--- config.mk ---
export PLATFORM = sky130hd
export DESIGN_NAME = alu_cmd_issuer_flat
export DESIGN_NICKNAME = d
export VERILOG_FILES = /design/src/rtl/alu_cmd_issuer_if.sv /design/src/rtl/alu_cmd_issuer.sv /design/src/flat_wrapper.sv
export SDC_FILE = /design/constraint.sdc
export NUM_CORES = 1
export LEC_CHECK = 0
export CORE_AREA = 5 5 111 113
export CTS_BUF_LIST = sky130_fd_sc_hd__clkbuf_8
export DETAILED_ROUTE_END_ITERATION = 8
export DIE_AREA = 0 0 116 118
export DONT_BUFFER_PORTS = 1
export PLACE_DENSITY_LB_ADDON = 0.05
export SYNTH_ARGS = -nofsm -noshare
export SYNTH_HDL_FRONTEND = slang
export SYNTH_SLANG_ARGS = --single-unit
--- constraint.sdc ---
create_clock -name clk -period 2.8 [get_ports clk]
set_clock_uncertainty 0.05 [all_clocks]
set_input_delay 0.14 -clock clk [delete_from_list [all_inputs] [get_ports clk]]
set_output_delay 0.14 -clock clk [all_outputs]
set_load 0.01 [all_outputs]
--- src/rtl/alu_cmd_issuer_if.sv ---
// Command and response streams between a command source and the ALU command issuer.
interface alu_cmd_issuer_if #(
    parameter int TAG_W = 4
);
    logic                    cmd_valid;
    logic                    cmd_ready;
    logic [2:0]              cmd_opcode;
    logic signed [3:0]       cmd_a;
    logic signed [3:0]       cmd_b;
    logic [TAG_W-1:0]        cmd_tag;

    logic                    rsp_valid;
    logic                    rsp_ready;
    logic [5:0]              rsp_data;
    logic                    rsp_ovf;
    logic                    rsp_zero;
    logic [TAG_W-1:0]        rsp_tag;

    // Host side: offers commands, consumes responses.
    modport master (
        output cmd_valid, cmd_opcode, cmd_a, cmd_b, cmd_tag, rsp_ready,
        input  cmd_ready, rsp_valid, rsp_data, rsp_ovf, rsp_zero, rsp_tag
    );

    // Issuer side: accepts commands, produces responses.
    modport slave (
        input  cmd_valid, cmd_opcode, cmd_a, cmd_b, cmd_tag, rsp_ready,
        output cmd_ready, rsp_valid, rsp_data, rsp_ovf, rsp_zero, rsp_tag
    );
endinterface

--- src/rtl/alu_cmd_issuer.sv ---
// ALU command issuer: buffers commands in a FIFO, drives one at a time onto the
// combinational ALU, captures its result one cycle later and returns it with the tag.
module alu_cmd_issuer #(
    parameter int DEPTH = 4,
    parameter int TAG_W = 4
) (
    input  logic              clk,
    input  logic              rst_n,
    alu_cmd_issuer_if.slave   bus,
    output logic signed [3:0] src_a,
    output logic signed [3:0] src_b,
    output logic [2:0]        opcode,
    input  logic [5:0]        alu_out,
    input  logic              overflow,
    input  logic              zero,
    output logic              busy,
    output logic [15:0]       op_count,
    output logic [7:0]        ovf_count,
    input  logic              cnt_clr
);
    localparam int PTR_W = (DEPTH > 1) ? $clog2(DEPTH) : 1;
    localparam int CNT_W = PTR_W + 1;
    localparam logic [CNT_W-1:0] FULL_CNT = CNT_W'(DEPTH);

    typedef enum logic [1:0] {IDLE, EXEC, RESP} state_t;

    state_t            state;
    logic [PTR_W-1:0]  wr_ptr;
    logic [PTR_W-1:0]  rd_ptr;
    logic [CNT_W-1:0]  count;
    logic              fifo_empty;
    logic              fifo_full;
    logic              push;
    logic              pop;
    logic [TAG_W-1:0]  tag_p0;

    logic [2:0]        fifo_op  [DEPTH];
    logic signed [3:0] fifo_a   [DEPTH];
    logic signed [3:0] fifo_b   [DEPTH];
    logic [TAG_W-1:0]  fifo_tag [DEPTH];

    // Overflow statistic holds at its ceiling instead of wrapping.
    function automatic logic [7:0] sat_inc8(input logic [7:0] v);
        return (v == 8'hFF) ? v : v + 8'd1;
    endfunction

    assign fifo_empty    = (count == '0);
    assign fifo_full     = (count == FULL_CNT);
    assign bus.cmd_ready = !fifo_full;
    assign push          = bus.cmd_valid && !fifo_full;
    // RESP always has rsp_valid high, so rsp_ready alone completes the handshake there.
    assign pop           = !fifo_empty && ((state == IDLE) || ((state == RESP) && bus.rsp_ready));
    assign busy          = (state != IDLE) || !fifo_empty;

    // FIFO storage: data only, written on push.
    always_ff @(posedge clk) begin
        if (push) begin
            fifo_op[wr_ptr]  <= bus.cmd_opcode;
            fifo_a[wr_ptr]   <= bus.cmd_a;
            fifo_b[wr_ptr]   <= bus.cmd_b;
            fifo_tag[wr_ptr] <= bus.cmd_tag;
        end
    end

    // FIFO pointers and occupancy; pointers wrap naturally at power-of-2 depth.
    always_ff @(posedge clk or negedge rst_n) begin
        if (!rst_n) begin
            wr_ptr <= '0;
            rd_ptr <= '0;
            count  <= '0;
        end else begin
            if (push) wr_ptr <= wr_ptr + 1'b1;
            if (pop)  rd_ptr <= rd_ptr + 1'b1;
            case ({push, pop})
                2'b10:   count <= count + 1'b1;
                2'b01:   count <= count - 1'b1;
                default: count <= count;
            endcase
        end
    end

    // Issue FSM with registered ALU drive, response capture and statistics.
    always_ff @(posedge clk or negedge rst_n) begin
        if (!rst_n) begin
            state         <= IDLE;
            src_a         <= '0;
            src_b         <= '0;
            opcode        <= '0;
            tag_p0        <= '0;
            bus.rsp_valid <= 1'b0;
            bus.rsp_data  <= '0;
            bus.rsp_ovf   <= 1'b0;
            bus.rsp_zero  <= 1'b0;
            bus.rsp_tag   <= '0;
            op_count      <= '0;
            ovf_count     <= '0;
        end else begin
            if (cnt_clr) begin
                op_count  <= '0;
                ovf_count <= '0;
            end else if (state == EXEC) begin
                op_count <= op_count + 16'd1;
                if (overflow) ovf_count <= sat_inc8(ovf_count);
            end

            case (state)
                IDLE: begin
                    // p0: head of FIFO driven onto the ALU
                    if (pop) begin
                        src_a  <= fifo_a[rd_ptr];
                        src_b  <= fifo_b[rd_ptr];
                        opcode <= fifo_op[rd_ptr];
                        tag_p0 <= fifo_tag[rd_ptr];
                        state  <= EXEC;
                    end
                end
                EXEC: begin
                    // p1: ALU result settled, captured into the response
                    bus.rsp_data  <= alu_out;
                    bus.rsp_ovf   <= overflow;
                    bus.rsp_zero  <= zero;
                    bus.rsp_tag   <= tag_p0;
                    bus.rsp_valid <= 1'b1;
                    state         <= RESP;
                end
                RESP: begin
                    if (bus.rsp_ready) begin
                        bus.rsp_valid <= 1'b0;
                        if (pop) begin
                            src_a  <= fifo_a[rd_ptr];
                            src_b  <= fifo_b[rd_ptr];
                            opcode <= fifo_op[rd_ptr];
                            tag_p0 <= fifo_tag[rd_ptr];
                            state  <= EXEC;
                        end else begin
                            state <= IDLE;
                        end
                    end
                end
                default: state <= IDLE;
            endcase
        end
    end
endmodule

--- src/flat_wrapper.sv ---
// flat-port wrapper written by rule: the top's interface ports become plain ports
module alu_cmd_issuer_flat 
#(
    parameter int DEPTH = 4,
    parameter int TAG_W = 4
)
  (clk, rst_n, src_a, src_b, opcode, alu_out, overflow, zero, busy, op_count, ovf_count, cnt_clr, bus_cmd_valid, bus_cmd_opcode, bus_cmd_a, bus_cmd_b, bus_cmd_tag, bus_rsp_ready, bus_cmd_ready, bus_rsp_valid, bus_rsp_data, bus_rsp_ovf, bus_rsp_zero, bus_rsp_tag);
  alu_cmd_issuer_if #(.TAG_W(TAG_W)) bus_i ();
  input  logic clk;
  input  logic rst_n;
  output logic signed [3:0] src_a;
  output logic signed [3:0] src_b;
  output logic [2:0] opcode;
  input  logic [5:0] alu_out;
  input  logic overflow;
  input  logic zero;
  output logic busy;
  output logic [15:0] op_count;
  output logic [7:0] ovf_count;
  input  logic cnt_clr;
  input wire logic [$bits(bus_i.cmd_valid)-1:0] bus_cmd_valid;
  input wire logic [$bits(bus_i.cmd_opcode)-1:0] bus_cmd_opcode;
  input wire logic [$bits(bus_i.cmd_a)-1:0] bus_cmd_a;
  input wire logic [$bits(bus_i.cmd_b)-1:0] bus_cmd_b;
  input wire logic [$bits(bus_i.cmd_tag)-1:0] bus_cmd_tag;
  input wire logic [$bits(bus_i.rsp_ready)-1:0] bus_rsp_ready;
  output wire logic [$bits(bus_i.cmd_ready)-1:0] bus_cmd_ready;
  output wire logic [$bits(bus_i.rsp_valid)-1:0] bus_rsp_valid;
  output wire logic [$bits(bus_i.rsp_data)-1:0] bus_rsp_data;
  output wire logic [$bits(bus_i.rsp_ovf)-1:0] bus_rsp_ovf;
  output wire logic [$bits(bus_i.rsp_zero)-1:0] bus_rsp_zero;
  output wire logic [$bits(bus_i.rsp_tag)-1:0] bus_rsp_tag;
  assign bus_i.cmd_valid = bus_cmd_valid;
  assign bus_i.cmd_opcode = bus_cmd_opcode;
  assign bus_i.cmd_a = bus_cmd_a;
  assign bus_i.cmd_b = bus_cmd_b;
  assign bus_i.cmd_tag = bus_cmd_tag;
  assign bus_i.rsp_ready = bus_rsp_ready;
  assign bus_cmd_ready = bus_i.cmd_ready;
  assign bus_rsp_valid = bus_i.rsp_valid;
  assign bus_rsp_data = bus_i.rsp_data;
  assign bus_rsp_ovf = bus_i.rsp_ovf;
  assign bus_rsp_zero = bus_i.rsp_zero;
  assign bus_rsp_tag = bus_i.rsp_tag;
  alu_cmd_issuer #(.DEPTH(DEPTH), .TAG_W(TAG_W)) u_core (.clk(clk), .rst_n(rst_n), .bus(bus_i), .src_a(src_a), .src_b(src_b), .opcode(opcode), .alu_out(alu_out), .overflow(overflow), .zero(zero), .busy(busy), .op_count(op_count), .ovf_count(ovf_count), .cnt_clr(cnt_clr));
endmodule
== Yosys cells after proc, flatten, opt, wreduce, memory -nomap -nowiden ==
Memory sizes are Yosys's and may differ from the RTL's.
Index checks and enable logic that the tools add are counted.
Operators by class
  reduce and logical (&&, ||, !) cells: 19
  $add $sub $neg: 6
  multiplexer cells: 27
  equal/unequal tests: 9
Operators by type and width (count)
  $mux 16: 2
  $mux 8: 4
  $mux 4: 6
  $pmux 4 s2: 3
  $add 16x1->16 const B: 1
  $pmux 3 s2: 2
  $reduce_bool 2->1: 6
  $add 8x1->8 const B: 1
  $eq 8x8->1 const B: 1
  $mux 3: 2
  $pmux 2 s3: 1
  $reduce_and 2->1: 3
  $add 2x1->2 const B: 2
  $eq 2x1->1 const B: 2
  $eq 2x2->1 const B: 2
  $mux 1: 4
  $mux 2: 2
  $ne 2x2->1 const B: 2
  $add 3x1->3 const B: 1
  $eq 3x3->1 const B: 1
  $logic_and 1x1->1: 3
  $logic_not 3->1: 1
  $reduce_and 3->1: 1
  $sub 3x1->3 const B: 1
  other kinds (5): 7
Storage, ports and cells
  bits in writable memories: 60
  input port bits: 28
  register bits: 61
  memories kept: 4
  logic and storage cells: 80
Memory list
  u_core.fifo_a: depth 4, width 4, rd ports 1, clocked after memory_dff 0, wr ports 1, line alu_cmd_issuer.sv:38  | logic signed [3:0] fifo_a [DEPTH];
  u_core.fifo_b: depth 4, width 4, rd ports 1, clocked after memory_dff 0, wr ports 1, line alu_cmd_issuer.sv:39  | logic signed [3:0] fifo_b [DEPTH];
  u_core.fifo_tag: depth 4, width 4, rd ports 1, clocked after memory_dff 0, wr ports 1, line alu_cmd_issuer.sv:40  | logic [TAG_W-1:0] fifo_tag [DEPTH];
  u_core.fifo_op: depth 4, width 3, rd ports 1, clocked after memory_dff 0, wr ports 1, line alu_cmd_issuer.sv:37  | logic [2:0] fifo_op [DEPTH];

== Logic depth before layout (Yosys ltp) ==
  depth after elaboration: 7
  depth in mapped cells: 9
  gate-level depth less buffers: 9

== Worst setup path before layout ==
No wires, ideal clock.
  path type: register to register
  start point: register u_core.count[0]
  end point: register u_core.count[2]
  cell stages (with the launch flop): 9
  required time: 2625 ps
  setup time: 125 ps
  data arrival time: 2086 ps
  buffers on the path: 1
  slack: 539 ps
  cell sequence: dfrtp_1 -> nor3_1 -> nor3_4 -> buf_4 -> ha_1 -> fa_1 -> xnor2_1 -> nor2_1 -> xor2_1
On the way
  word-level cells in the longest chain between the ends: 5
  elaborated cells on any way between the ends: 12
Ends and longest elaborated chain
  from (decl): line alu_cmd_issuer.sv:30  | logic [CNT_W-1:0] count;
  from (signal assigned): line alu_cmd_issuer.sv:75  | 2'b10: count <= count + 1'b1;
  from (signal assigned): line alu_cmd_issuer.sv:76  | 2'b01: count <= count - 1'b1;
  from (signal assigned): line alu_cmd_issuer.sv:77  | default: count <= count;
  $logic_not 3->1 (*): line alu_cmd_issuer.sv:47  | assign fifo_empty = (count == '0);
  $logic_not 1->1 (*): line alu_cmd_issuer.sv:52  | assign pop = !fifo_empty && ((state == IDLE) || ((state == RESP) && bus.rsp_ready));
  $logic_and 1x1->1 (*): line alu_cmd_issuer.sv:52
  named net u_core.pop: line alu_cmd_issuer.sv:34  | logic pop;
  $eq 2x1->1 / $eq 2x2->1 (equally long branches): line alu_cmd_issuer.sv:74  | case ({push, pop})
  $pmux 3 s2 / $reduce_bool 2->1 (equally long branches)
Mark *: on every way through the listed nets, which the timed path passes. The rest lies on a longest branch.
A chain may end at the register's enable or synchronous reset.

== Worst setup path after layout ==
  start point: register u_core.count[0]
  end point: register u_core.count[2]
On the way
  word-level cells in the longest chain between the ends: 5
  elaborated cells on any way between the ends: 12
Ends and longest elaborated chain (line)
  $eq 3x3->1 / $logic_not 3->1 (equally long branches): alu_cmd_issuer.sv:48, alu_cmd_issuer.sv:47
  $logic_not 1->1 (on tied branches): alu_cmd_issuer.sv:50, alu_cmd_issuer.sv:52
  $logic_and 1x1->1 (on tied branches): alu_cmd_issuer.sv:50, alu_cmd_issuer.sv:52
  $eq 2x1->1 / $eq 2x2->1 (equally long branches): alu_cmd_issuer.sv:74
  $pmux 3 s2 / $reduce_bool 2->1 (equally long branches)
Several ways; a longest one is shown, not always the timed one.

==> metrics.md <==
| Metric | Value |
|---|---|
| CTS max path bufs | 2 |
| Tot Pwr | 5.87 mW |
| Setup TNS | 0 ps |
| Initial core utilization | 0.438 |
| Htree depth | 4 |
| R2R setup slack | 670 ps |
| Largest net degree at the start of global routing | 62 |
| Min-Delay Path Class | in -> reg |
| Leakage Power | 2.23 nW |
| Worst Setup Start Kind | flop |
| Max Cap Violations | 0 |
| Post-synth top area share | 0.367 |
| CP Launch Point | u_core.count[0]$_DFFE_PN0P_ |
| DP Wirelength | 5950 µm |
| WS Path Type | reg -> reg |
| Pins over their slew limit | 0 |
| RSZ-0062 raised after global routing | no |
| EDFF count, synth | 60 |
| Crit. End Element | flop |
| Run status | finished clean |
| DR vias | 2,655 |
| Clock transition at path regs | 70 ps |
| Hold Worst Slack | 132 ps |
| Core area | 11,200 µm² |
| Site Rows | 39 |
| Worst r2r src | u_core.count[0]$_DFFE_PN0P_ |
| Endpoints failing hold | 0 |
| Post-synth ARST share | 0.504 |
| Register area | 3330 µm² |
| R2R depth | 7 |
| Die height | 118 µm |
| Resize count post-CTS | 0 |
| CTS buffer count | 17 |
| Clk Latency, worst-skew pair | 420 ps |
| Vias per cell | 5.21 |
| Syn Std Cell Area | 4910 µm² |
| Period utilisation layout | 0.759 |
| Reg-to-reg endpoint | u_core.count[2]$_DFFE_PN0P_ |
| Synthesized net count | 346 |
| Avg Cell Area, Syn | 15.9 µm² |
| Share of cells above drive strength 1 | 0.229 |
| CP Max Fanout | 4 |
| Area of the multi-input gates | 1480 µm² |
| RD Place Congestion | 0.729 |
| Worst EP arrival | 2380 ps |
| Pwr per Cell Area | 1010 nW/µm² |
| Area growth, synth to finish | 18.0% |
| Die ar. | 13,700 µm² |
| Final-layout fill cell count | 944 |
| Most common library cells after synthesis | 61 x dfrtp_1, 60 x edfxtp_1, 28 x mux2_2 |
| # IOs | 78 |
| First-pass GRT wire length | 15,300 µm |
| Routed wire length | 9510 µm |
| Post-synth cell types | 39 |
| Fmax | 470 MHz |
| Gate Count Post-Synth | 310 |
| Worst ir drop on vdd | 0.000538 V |
| Minimum clock period | 2130 ps |
| IO Port Bufs | 0 |
| CTS tree | done |
| Synth area leader | edfxtp_1 |
| Setup Buffers After CTS | 0 |
| Drt wl/cell | 18.7 µm |
| Vias in the first global route | 2,848 |
| DRT Pass-1 Iters | 4 |
| Iteration-0 DRC Markers | 104 |
| Detailed-route DRC error count | 0 |
| Synthesized flop and latch total | 121 |
| Warnings, synthesis | 0 |
| Initial antenna violation count | 0 |
| Least-Margin Pin Slew | 887 ps |
| Root Buffer Master | clkbuf_8 |
| Nets@finish | 390 |
| Synth top area cells | edfxtp_1 37%, dfrtp_1 31%, mux4_2 6.9% |
| GRT Resource Usage Total | 0.148 |
| Grt total ovfl | 0 |
| Slew headroom | 0.407 |
| Worst setup path end | u_core.count[2]$_DFFE_PN0P_ |
| # diodes | 0 |
| Most used flip-flop cell after synthesis | dfrtp_1 |
| Die width | 116 µm |
| Clock Sink Count | 121 |
| ANT nets after route | 0 |
| Final setup vio count | 0 |
| Req. time, crit path | 3060 ps |
| Post-synthesis sequential area ratio | 0.677 |
| Most numerous cell in the Yosys netlist | dfrtp_1 |
power by group:
part	internal, mW	leakage [nW]	switching [mW]
logic	0.811	0.717	0.632
registers	2.37	1.32	0.427
clock network	0.953	0.200	0.678
total	4.14	2.23	1.74
flip-flops by register name, summed over array words and instances (netlist names), 6 cells and up:
| register | count |
|---|---|
| u_core.fifo_a | 16 |
| u_core.ovf_count | 8 |
| u_core.fifo_op | 12 |
| u_core.op_count | 16 |
| u_core.bus.rsp_data | 6 |
| u_core.fifo_b | 16 |
| u_core.fifo_tag | 16 |
worst max-delay path: stages, from the launching register on:
cell and delay (ps):
dfrtp_1 440, nor3_1 460, nor3_4 80, ha_1 250, fa_1 380, xnor2_1 160
nor2_1 60, xor2_1 140
worst min-delay path by stage:
stage | endpoint | startpoint | cells past startpoint
after global placement | u_core.ovf_count[4]$_DFFE_PN0P_ | rst_n | 0
final | u_core.ovf_count[6]$_DFFE_PN0P_ | overflow | 2
after detailed placement | u_core.ovf_count[2]$_DFFE_PN0P_ | rst_n | 0
after global routing | u_core.ovf_count[2]$_DFFE_PN0P_ | overflow | 3
after CTS | u_core.ovf_count[6]$_DFFE_PN0P_ | overflow | 2
after floorplan | u_core.bus.rsp_data[0]$_DFFE_PN0P_ | rst_n | 0
cell usage in the layout, fill, tap and decap left out, types with 6 or more instances in the layout:
master,n
a21oi_1,6
and3_1,7
buf_4,8
clkbuf_8,17
dfrtp_1,61
dlygate4sd3_1,27
edfxtp_1,60
ha_1,7
inv_1,10
mux2_2,28
mux4_2,15
nand2_1,10
nand3_1,8
nand4_1,6
nor2_1,24
o21ai_0,8
xor2_1,13
per-stage QoR:
step | instances | area, µm² | setup slack, ps | util
global placement | 450 | 5080 | 689 | 0.453
global route | 510 | 5800 | 467 | 0.517
CTS | 510 | 5800 | 643 | 0.517
floorplan | 310 | 4910 | 539 | -
detailed placement | 450 | 5080 | 657 | 0.453
finish | 510 | 5800 | 673 | 0.517
cell type report:
class	instances	share of cell area
tap	143	0.0309
multi-input combinational	169	0.256
sequential	121	0.574
inverter	9	0.00583
clock inverter	15	0.0317
clock buffer	17	0.0404
timing repair buffer	36	0.0617
cell families (layout without fill, tap and decap cells):
kind of cell,count (synthesis),after routing,synth area share
compound gates,21,21,0.0250
xor+xnor,18,18,0.0321
fa+ha+maj,8,8,0.0219
buf+inv,20,77,0.0214
flops,121,121,0.677
mux,46,46,0.139
simple gates,76,76,0.0835
timing repair:
| action | in CTS | in global routing |
|---|---|---|
| setup endpoints to repair | 0 | 0 |
| hold buffers | 28 | 0 |
| hold endpoints to repair | 158 | 0 |
routing by layer:
metal	track usage	share of wire	vias to the layer above
met5	0	0	-
met4	0.0631	0.021	0
met3	0.0555	0.063	14
met2	0.236	0.49	66
met1	0.179	0.43	1333
li1	-	-	1242
No activity file was read; power rests on OpenSTA's default activity.
